`src/rtl/phased_counter_pkg.sv`:
```
// Shared phase encoding and compare helpers for the phased counter engine.
// Latency: none (types and constant functions only).
// Backpressure: none.
package phased_counter_pkg;

   typedef enum logic [1:0] {
      RUN1_E = 2'd0,
      RUN2_E = 2'd1,
      DONE_E = 2'd2
   } phase_e;

   localparam logic [1:0] PH_RUN1 = RUN1_E;
   localparam logic [1:0] PH_RUN2 = RUN2_E;
   localparam logic [1:0] PH_DONE = DONE_E;

   // True when v+1 equals target. The 64-bit arithmetic is always wider than
   // W+1, so the increment can never wrap back onto a small target.
   function automatic logic inc_reaches(input longint unsigned v,
                                        input longint unsigned target);
      return (v + 64'd1) == target;
   endfunction

   // Phase entered on reset/reload: an init value already at the switch
   // point skips the x-only phase.
   function automatic logic [1:0] start_phase(input longint unsigned x_init,
                                              input longint unsigned x_switch);
      return (x_init >= x_switch) ? PH_RUN2 : PH_RUN1;
   endfunction

endpackage

```
`src/rtl/phased_counter_n_if.sv`:
```
// Control/status bundle between a phased counter and its controller.
// Latency: none (wires only).
// Backpressure: none; the controller drives controls, the counter drives status.
interface phased_counter_n_if
   import phased_counter_pkg::*;
#(
   parameter int W   = 11,
   parameter int NCH = 2
);
   logic             selector;
   logic             restart;
   logic             auto_reload;
   logic [NCH-1:0]   ch_en;
   logic [W-1:0]     x;
   logic [NCH*W-1:0] y;
   logic [1:0]       phase;
   logic             done;

   modport master (
      output selector, restart, auto_reload, ch_en,
      input  x, y, phase, done
   );

   modport slave (
      input  selector, restart, auto_reload, ch_en,
      output x, y, phase, done
   );
endinterface

```
`src/rtl/phased_counter_chan.sv`:
```
// One y channel: saturating counter with latched participation bit.
// Latency: 1 cycle from step/load to y; active flags are combinational.
// Backpressure: none; holds whenever step is low or the channel is inactive.
module phased_counter_chan
   import phased_counter_pkg::*;
#(
   parameter int W       = 11,
   parameter int Y_INIT  = 100,
   parameter int Y_LIMIT = 200
)
(
   input  logic         clk,
   input  logic         rst,
   input  logic         fresh,
   input  logic         load,
   input  logic         step,
   input  logic         mask_in,
   output logic [W-1:0] y,
   output logic         active,
   output logic         active_next
);
   localparam logic [W-1:0] Y_INIT_W  = W'(Y_INIT);
   localparam logic [W:0]   Y_LIMIT_X = (W+1)'(Y_LIMIT);

   logic       mask_q;
   logic       mask;
   logic [W:0] y_inc;

   // Right after reset the mask register has not captured ch_en yet, so the
   // live input stands in for it during that first cycle.
   assign mask        = fresh ? mask_in : mask_q;
   assign y_inc       = {1'b0, y} + (W+1)'(1);
   assign active      = mask && ({1'b0, y} < Y_LIMIT_X);
   assign active_next = active && (y_inc < Y_LIMIT_X);

   // Channel value and participation bit; mask only changes at reset/reload.
   always_ff @(posedge clk or negedge rst) begin
      if (!rst) begin
         y      <= Y_INIT_W;
         mask_q <= 1'b0;
      end else begin
         if (load || fresh) begin
            mask_q <= mask_in;
         end
         if (load) begin
            y <= Y_INIT_W;
         end else if (step && active) begin
            y <= y_inc[W-1:0];
         end
      end
   end
endmodule

```
`src/rtl/phased_counter_n.sv`:
```
// Two-phase counter: x alone up to X_SWITCH, then x plus masked y channels.
// Latency: 1 cycle from an enabled edge to x/y/phase/done.
// Backpressure: selector=0 freezes all state; restart and auto-reload ignore it.
module phased_counter_n
   import phased_counter_pkg::*;
#(
   parameter int W        = 11,
   parameter int NCH      = 2,
   parameter int X_INIT   = 0,
   parameter int X_SWITCH = 100,
   parameter int X_LIMIT  = 200,
   parameter int Y_INIT   = 100,
   parameter int Y_LIMIT  = 200
)
(
   input  logic               clk,
   input  logic               rst,
   phased_counter_n_if.slave  bus
);
   if (!(W >= 1 && W <= 62 && NCH >= 1 &&
         X_INIT >= 0 && X_INIT <= X_SWITCH && X_SWITCH < X_LIMIT &&
         64'(X_LIMIT) < (64'd1 << W) &&
         Y_INIT >= 0 && Y_INIT <= Y_LIMIT &&
         64'(Y_LIMIT) < (64'd1 << W))) begin : g_bad_params
      $error("phased_counter_n: illegal parameter combination");
   end

   localparam logic [W-1:0] X_INIT_W  = W'(X_INIT);
   localparam logic [W:0]   X_LIMIT_X = (W+1)'(X_LIMIT);
   localparam logic [1:0]   PH_START  = start_phase(64'(X_INIT), 64'(X_SWITCH));

   logic [W-1:0]   x;
   logic [1:0]     state;
   logic           fresh;
   logic [W:0]     x_inc;
   logic           reload;
   logic           run2_go;
   logic           step;
   logic [NCH-1:0] active;
   logic [NCH-1:0] active_next;
   logic [W-1:0]   y_ch [NCH];
   logic [NCH*W-1:0] y_pack;

   assign x_inc   = {1'b0, x} + (W+1)'(1);
   assign reload  = bus.restart || (state == PH_DONE && bus.auto_reload);
   assign run2_go = ({1'b0, x} < X_LIMIT_X) && (|active);
   assign step    = !reload && (state == PH_RUN2) && bus.selector && run2_go;

   for (genvar i = 0; i < NCH; i++) begin : g_chan
      phased_counter_chan #(
         .W       (W),
         .Y_INIT  (Y_INIT),
         .Y_LIMIT (Y_LIMIT)
      ) u_chan (
         .clk         (clk),
         .rst         (rst),
         .fresh       (fresh),
         .load        (reload),
         .step        (step),
         .mask_in     (bus.ch_en[i]),
         .y           (y_ch[i]),
         .active      (active[i]),
         .active_next (active_next[i])
      );
   end

   // Marks the first cycle after reset so channels capture ch_en on that edge.
   always_ff @(posedge clk or negedge rst) begin
      if (!rst) begin
         fresh <= 1'b1;
      end else begin
         fresh <= 1'b0;
      end
   end

   // x register and phase FSM; phase moves on the same edge as the update causing it.
   always_ff @(posedge clk or negedge rst) begin
      if (!rst) begin
         x     <= X_INIT_W;
         state <= PH_START;
      end else if (reload) begin
         x     <= X_INIT_W;
         state <= PH_START;
      end else if (bus.selector) begin
         case (state)
            PH_RUN1: begin
               x <= x_inc[W-1:0];
               if (inc_reaches(64'(x), 64'(X_SWITCH))) begin
                  state <= PH_RUN2;
               end
            end
            PH_RUN2: begin
               if (run2_go) begin
                  x <= x_inc[W-1:0];
                  if (x_inc == X_LIMIT_X || !(|active_next)) begin
                     state <= PH_DONE;
                  end
               end else begin
                  // Nothing left to advance (all channels masked or saturated).
                  state <= PH_DONE;
               end
            end
            default: begin
            end
         endcase
      end
   end

   // Flatten channel values onto the status bus, channel i at [i*W +: W].
   always_comb begin
      y_pack = '0;
      for (int i = 0; i < NCH; i++) begin
         y_pack[i*W +: W] = y_ch[i];
      end
   end

   assign bus.x     = x;
   assign bus.y     = y_pack;
   assign bus.phase = state;
   assign bus.done  = (state == PH_DONE);
endmodule

```
`src/flat_wrapper.sv`:
```
// flat-port wrapper written by rule: the top's interface ports become plain ports
module phased_counter_n_flat import phased_counter_pkg::*;
#(
   parameter int W        = 11,
   parameter int NCH      = 2,
   parameter int X_INIT   = 0,
   parameter int X_SWITCH = 100,
   parameter int X_LIMIT  = 200,
   parameter int Y_INIT   = 100,
   parameter int Y_LIMIT  = 200
)
  (clk, rst, bus_selector, bus_restart, bus_auto_reload, bus_ch_en, bus_x, bus_y, bus_phase, bus_done);
  phased_counter_n_if #(.W(W), .NCH(NCH)) bus_i ();
  input  logic clk;
  input  logic rst;
  input wire logic [$bits(bus_i.selector)-1:0] bus_selector;
  input wire logic [$bits(bus_i.restart)-1:0] bus_restart;
  input wire logic [$bits(bus_i.auto_reload)-1:0] bus_auto_reload;
  input wire logic [$bits(bus_i.ch_en)-1:0] bus_ch_en;
  output wire logic [$bits(bus_i.x)-1:0] bus_x;
  output wire logic [$bits(bus_i.y)-1:0] bus_y;
  output wire logic [$bits(bus_i.phase)-1:0] bus_phase;
  output wire logic [$bits(bus_i.done)-1:0] bus_done;
  assign bus_i.selector = bus_selector;
  assign bus_i.restart = bus_restart;
  assign bus_i.auto_reload = bus_auto_reload;
  assign bus_i.ch_en = bus_ch_en;
  assign bus_x = bus_i.x;
  assign bus_y = bus_i.y;
  assign bus_phase = bus_i.phase;
  assign bus_done = bus_i.done;
  phased_counter_n #(.W(W), .NCH(NCH), .X_INIT(X_INIT), .X_SWITCH(X_SWITCH), .X_LIMIT(X_LIMIT), .Y_INIT(Y_INIT), .Y_LIMIT(Y_LIMIT)) u_core (.clk(clk), .rst(rst), .bus(bus_i));
endmodule
```
`config.mk`:
```
export PLATFORM = sky130hd
export DESIGN_NAME = phased_counter_n_flat
export DESIGN_NICKNAME = d
export VERILOG_FILES = /design/src/rtl/phased_counter_pkg.sv /design/src/rtl/phased_counter_n_if.sv /design/src/rtl/phased_counter_chan.sv /design/src/rtl/phased_counter_n.sv /design/src/flat_wrapper.sv
export SDC_FILE = /design/constraint.sdc
export NUM_CORES = 1
export LEC_CHECK = 0
export ABC_AREA = 1
export BUFFER_PORTS_ARGS = -buffer_cell sky130_fd_sc_hd__buf_2
export CAP_MARGIN = 20
export CORE_UTILIZATION = 51
export CTS_CLUSTER_SIZE = 8
export DETAILED_ROUTE_END_ITERATION = 8
export PLACE_DENSITY = 0.87
export SYNTH_ARGS = -nofsm -noshare
export SYNTH_HDL_FRONTEND = slang
export SYNTH_SLANG_ARGS = --single-unit
```
`constraint.sdc`:
```
create_clock -name clk -period 1.6 [get_ports clk]
set_clock_uncertainty 0.2 [all_clocks]
set_input_delay 0.08 -clock clk [delete_from_list [all_inputs] [get_ports clk]]
set_output_delay 0.08 -clock clk [all_outputs]
set_load 0.01 [all_outputs]
```
; ---- Word-level counts from Yosys, hierarchy flattened
; Cells that the tools add are included.
[totals]
memories = 0
latchBits = 0
in_bits = 7
ff_bits = 38
out_inout_bits = 36
ram_bits = 0
wordCells = 64
romBits = 0
[classes]
shifts = 0
add_sub_neg = 4
n_div = 0
reduce_logical = 25
n_lt_le_gt_ge = 5
n_mul = 0
muxes = 16
eq_ne = 7
bitwise_logic = 0
[op_table]
columns = cell, count
row1 = $mux W11, 7
row2 = $eq A64 B7 Y1 const B, 1
row3 = $add A11 B1 Y12 const B, 4
row4 = $lt A11 B8 Y1 const B, 3
row5 = $lt A12 B8 Y1 const B, 2
row6 = $pmux W11 S2, 1
row7 = $eq A12 B8 Y1 const B, 1
row8 = $logic_and A1 B1 Y1, 11
row9 = $mux W2, 5
row10 = $ne A3 B2 Y1 const B, 2
row11 = $reduce_bool A2 Y1, 3
row12 = $ne A4 B4 Y1 const B, 1
row13 = $pmux W2 S2, 1
row14 = $reduce_and A4 Y1, 1
row15 = $reduce_or A2 Y1, 2
row16 = $logic_or A1 B1 Y1, 3
row17 = $reduce_and A3 Y1, 1
row18 = $reduce_bool A3 Y1, 1
row19 = $eq A2 B1 Y1 const B, 1
row20 = $eq A2 B2 Y1 const B, 1
row21 = $logic_not A1 Y1, 2
row22 = $logic_not A2 Y1, 1
row23 = $mux W1, 2

; ---- Depth between registers and ports, before layout
[depth]
ltp_word = 11
depth_mapped = 15
ltp_nobuf = 14

; ---- By module
; Synthesis repeated with hierarchy kept, for this count alone.
[unflattened]
cells_unflattened = 360
area_unflattened_um2 = 2487.4
[by_module_without_submodules]
columns = mod, cells_each, seq_area_each_um2, area_each_um2, instances
row1 = phased_counter_chan, 106, 304.0, 747.0, 2
row2 = phased_counter_n, 148, 351.6, 993.5, 1

; ---- Worst setup path after synthesis
; OpenSTA, ideal clock, no wires.
[synth_timing]
path_type = flip-flop to flip-flop
from = reg u_core.x[1], in the netlist u_core.bus.x[1]
to = reg u_core.state[0], in the netlist u_core.bus.phase[0]
path_slack_ns = -0.293
path_stages_with_launch = 16
arrival_ns = 1.576
t_required_ns = 1.283
n_path_buf = 1
period_less_slack_ns = 1.893
setup_ns = 0.117
cell_sequence = dfrtp_1 -> ha_1 -> buf_2 -> nand3_1 -> inv_1 -> nand2_1 -> nand2_1 -> nand2_1 -> inv_1 -> nand3_1 -> nor2_1 -> nand2_1 -> nand3_1 -> nand2_1 -> nand2_1 -> nand2_1
[synth_via]
elab_chain_cells = 6
elab_cells_between_ends = 14
classes_between = 2 x add/sub / 1 x order compare / 4 x eq/ne / 4 x mux / 3 x reduce/logical
[synth_lines]
columns = item, line_no
row1 = "start, declared", phased_counter_n.sv:32  ; logic [W-1:0] x;
row2 = "start signal, assigned", phased_counter_n.sv:87  ; x <= x_inc[W-1:0];
row3 = "start signal, assigned", phased_counter_n.sv:94  ; x <= x_inc[W-1:0];
row4 = "parallel branches: the longest is 6 deep, another holds $add A11 B1 Y12", --
row5 = "end signal, assigned", phased_counter_n.sv:80  ; state <= PH_START;
row6 = "end signal, assigned", phased_counter_n.sv:83  ; state <= PH_START;
row7 = "end signal, assigned", phased_counter_n.sv:96  ; state <= PH_DONE;
row8 = "end, declared", phased_counter_n.sv:33  ; logic [1:0] state;
; Several ways; the timed one is not identified. The select of a mux whose other input is x is not followed.
; A chain may end at the register's enable or synchronous reset.

; ---- Worst setup path in the final report
[layout_timing]
from = reg u_core.x[4], in the netlist u_core.bus.x[4]
to = reg u_core.state[0], in the netlist u_core.bus.phase[0]
; Same word-level chain as after synthesis.

==> reports/results.txt <==
The checks that failed: setup timing. The run gives 509 as the number of nets in the finished design. In this run the tool buffered the top-level ports with 42 buffer cells. The CTS buffer count is 5, and the peak fanout along the critical path is 4. Yosys instantiated no cell more often than sky130_fd_sc_hd__nand2_1.

The clock insertion delay at the later pin of the skew report is 0.30 ns. After detailed placement, the design holds a cell count of 548. The post-route worst setup slack was -0.508 ns.

TritonCTS built the clock tree. Data on the critical path is required at its endpoint by 1.59 ns. The share of synthesized area in the top cell type comes to 30.6%. The area of the placeable core was 0.00475 mm²; the final count of negative-setup-slack endpoints was 30. Measured in cells, the most critical reg-to-reg path has a length of 11. Yosys attributes the largest share of cell area to sky130_fd_sc_hd__dfrtp_1 (31%), sky130_fd_sc_hd__nand2_1 (15%), sky130_fd_sc_hd__nand3_1 (9.3%). For the area of the die, the log shows 0.00526 mm². Setup repair after global routing could not meet its margin everywhere.

The worst path uses 132% of the clock period. The final hold slack is 0.0391 ns, and the post-synthesis area per instance is 7.18 µm². Number of nets with antenna violations after detailed routing: 0. The estimated wirelength of the detail-placed design came out at 5.51 mm.

Count of state elements after synthesis: 38. The tools report the element type at the critical path start as a flip-flop. Entering global routing, the biggest net connects 21 pins. Clock-pin transition on the worst setup and hold timing paths: 0.08 ns. For the worst IR drop on VDD, the log shows 779 µV. Sequential cells were found to cover 37.8% of the synthesized design area. The flow ran to the end, but the final reports show violations. The first global-routing pass estimated 12.7 mm of wire. The top cell type by total area after synthesis is sky130_fd_sc_hd__dfrtp_1. Cell count after synthesis: 353. The min-delay analysis places its worst path in the category in -> reg. The run gives 2 as the H-tree depth reported by CTS.

Sorting the synthesized cells by how often they occur yields sky130_fd_sc_hd__nand2_1 (102), sky130_fd_sc_hd__inv_1 (47), sky130_fd_sc_hd__nand3_1 (47). The all-layer global routing usage was 31.9%; the proportion of synthesized flip-flops having asynchronous set or reset was 100%. The synthesized netlist contains 28 unique library cells. The tree built by TritonCTS fans out to 38 sinks. The most used flip-flop cell after synthesis is sky130_fd_sc_hd__dfrtp_1.

The worst setup path is captured at a flip-flop. The logs give 0.874 for the weighted congestion reported at the end of routability-driven placement and 0 for the number of antenna violations at the first check in global routing. Max-cap violations in this run came to 0. Clock tree root buffer cell: sky130_fd_sc_hd__clkbuf_8. The proportion of layout cells with a drive suffix above 1 was 51.2%; the maximum clock insertion buffer count was 2. Dividing the detail-routed via count by the number of cells gives 5.49. Excluding fillers, the count of instances in the completed layout stands at 567.

The height of the die was 72.5 µm; the number of pins exceeding their max-slew limit in the final report was 0. In this run the most used layer during global routing was met2. After floorplanning, the core was divided into 25 placement rows. The DRC violations left is 0, and the peak clock frequency supported by timing is 474 MHz. For this block, the initial DRC count from the detailed router was 277.

STA puts the critical path data arrival time at 2.10 ns. The repair_antennas step left the layout with diodes totalling 0. The depth of the worst hold-timing path was 5.

In the final routed layout, each cell accounts on average for 15.8 µm. The first-pass iteration count of the detailed router is 6. For the via count of the first global-routing pass, the log shows 2930.

In this run the cell area measured after placement is 0.00356 mm². The count of endpoints failing hold in the final timing report is 0. For the met2 track demand over resource in global routing, the log shows 57.1%. The Yosys step of the flow raised 0 warnings. The critical path is of the reg -> reg type.

The number of nets in the synthesized netlist is 363. The synthesis-to-finish area growth was 57.0%; the global-route track usage on met1 was 37.0%. The layout has 267 filler cells.

The routed layout has 3113 vias. For this configuration, the core starts out at a cell density of 53.3%. For this run the aggregate overflow at the end of global routing stands at 0. The synthesized netlist occupies a cell area of 0.00254 mm².

Pin placement for this block handled 43 I/O pins. In this run the register-to-register setup slack is -0.51 ns. The met3 routing resource usage after global routing was 6.25%. The time the worst path needs with I/O delays and setup came out at 2.11 ns. Die outline width: 72.5 µm.

Power spread over the standard cell area amounts to 861 mW/mm². The tools report the static leakage as 0.00208 µW. The post-route standard cell area excluding fillers was 0.00398 mm².

Yosys mapped a number of flops with a built-in enable equal to 0. Summed over all layers, the routed wires come to 8.94 mm.
[critical path: stages (launching register included)]
cell and delay [ns]:
sky130_fd_sc_hd__dfrtp_1 0.46, sky130_fd_sc_hd__nand2_2 0.14, sky130_fd_sc_hd__nor2_4 0.18, sky130_fd_sc_hd__nand3_1 0.13
sky130_fd_sc_hd__nand2_2 0.10, sky130_fd_sc_hd__nand2_1 0.10, sky130_fd_sc_hd__nor2_1 0.12, sky130_fd_sc_hd__nand3_1 0.10
sky130_fd_sc_hd__a21oi_2 0.22, sky130_fd_sc_hd__nand2_1 0.08, sky130_fd_sc_hd__nand2_1 0.09, sky130_fd_sc_hd__nand2_1 0.07
[layout make-up]
class | instances | area [µm²] | area share [%]
flip-flops and latches | 38 | 967 | 24.3
clock inverters | 2 | 60.1 | 1.51
clock buffers | 6 | 82.6 | 2.07
well taps | 67 | 83.8 | 2.11
inverters | 50 | 188 | 4.71
repair buffers | 144 | 1020 | 25.7
multi-input cells | 260 | 1580 | 39.6
[metal layers]
metal / vias up / part of all wire (%)
met5: - / 0
met4: 0 / 4.7
met3: 42 / 6.9
met2: 167 / 50
met1: 1493 / 38
li1: 1411 / -
[per-stage QoR]
stage	TNS, ns	utilization, %	setup slack [ns]	power [µW]
after floorplan	-4.92	-	-0.233	1690
after global placement	-5.51	74.9	-0.232	2110
after detailed placement	-7.37	74.9	-0.314	2150
after CTS	-7.74	80.8	-0.309	3300
after global routing	-15.34	83.7	-0.584	3550
final	-12.11	83.7	-0.508	3430
[what timing repair did]
item / in CTS / in global routing
setup buffers: 5 / 4
hold buffers: 3 / 0
hold endpoints to repair: 36 / 0
resized for setup: 30 / 26
setup endpoints to repair: 32 / 32
pin swaps: 24 / 5
[worst paths after layout]
check,from,end
setup / recovery,u_core.bus.x[4],u_core.bus.phase[0]
hold / removal,bus_restart,u_core.bus.phase[1]
setup reg to reg,u_core.bus.x[4],u_core.bus.phase[0]
hold reg to reg,u_core.g_chan[0].u_chan.y[9],u_core.g_chan[0].u_chan.y[9]
max in group asynchronous,rst,u_core.fresh
min in group asynchronous,rst,u_core.g_chan[0].u_chan.y[3]
[report_power, final]
group,switching [µW],leakage (µW),internal [µW],total (µW)
combinational,689,0.00152,548,1240
sequential,107,0.000489,1050,1160
clock,368,0.0000714,665,1030
total,1160,0.00208,2260,3430
[layout by cell type, fill, tap and decap left out, types with 6 or more instances in the layout]
cell,count
sky130_fd_sc_hd__nor2_1,26
sky130_fd_sc_hd__inv_1,43
sky130_fd_sc_hd__buf_4,91
sky130_fd_sc_hd__buf_2,42
sky130_fd_sc_hd__nor2_4,7
sky130_fd_sc_hd__nor2_2,11
sky130_fd_sc_hd__o21ai_1,6
sky130_fd_sc_hd__clkbuf_8,6
sky130_fd_sc_hd__dfstp_2,7
sky130_fd_sc_hd__nand2_1,88
sky130_fd_sc_hd__nand4_1,6
sky130_fd_sc_hd__buf_6,7
sky130_fd_sc_hd__nand2_4,10
sky130_fd_sc_hd__inv_2,7
sky130_fd_sc_hd__dfrtp_1,25
sky130_fd_sc_hd__nand3_1,38
sky130_fd_sc_hd__nand3_2,17
sky130_fd_sc_hd__dfrtp_2,6
sky130_fd_sc_hd__nand2_2,17
[flip-flops by register name, summed over array words and instances (netlist names)]
| register | flops |
|---|---|
| u_core.g_chan.u_chan.mask_q | 2 |
| u_core.bus.phase | 2 |
| u_core.fresh | 1 |
| u_core.bus.x | 11 |
| u_core.g_chan.u_chan.y | 22 |
[cells by family after synthesis]
group / Yosys count / share of synthesized area (%)
simple gates: 224 / 43.9
buf+inv: 55 / 8.58
flops: 38 / 37.8
compound gates: 32 / 8.04
fa+ha+maj: 3 / 1.48
other cells: 1 / 0.148
Power figures use the tool's default switching activity.
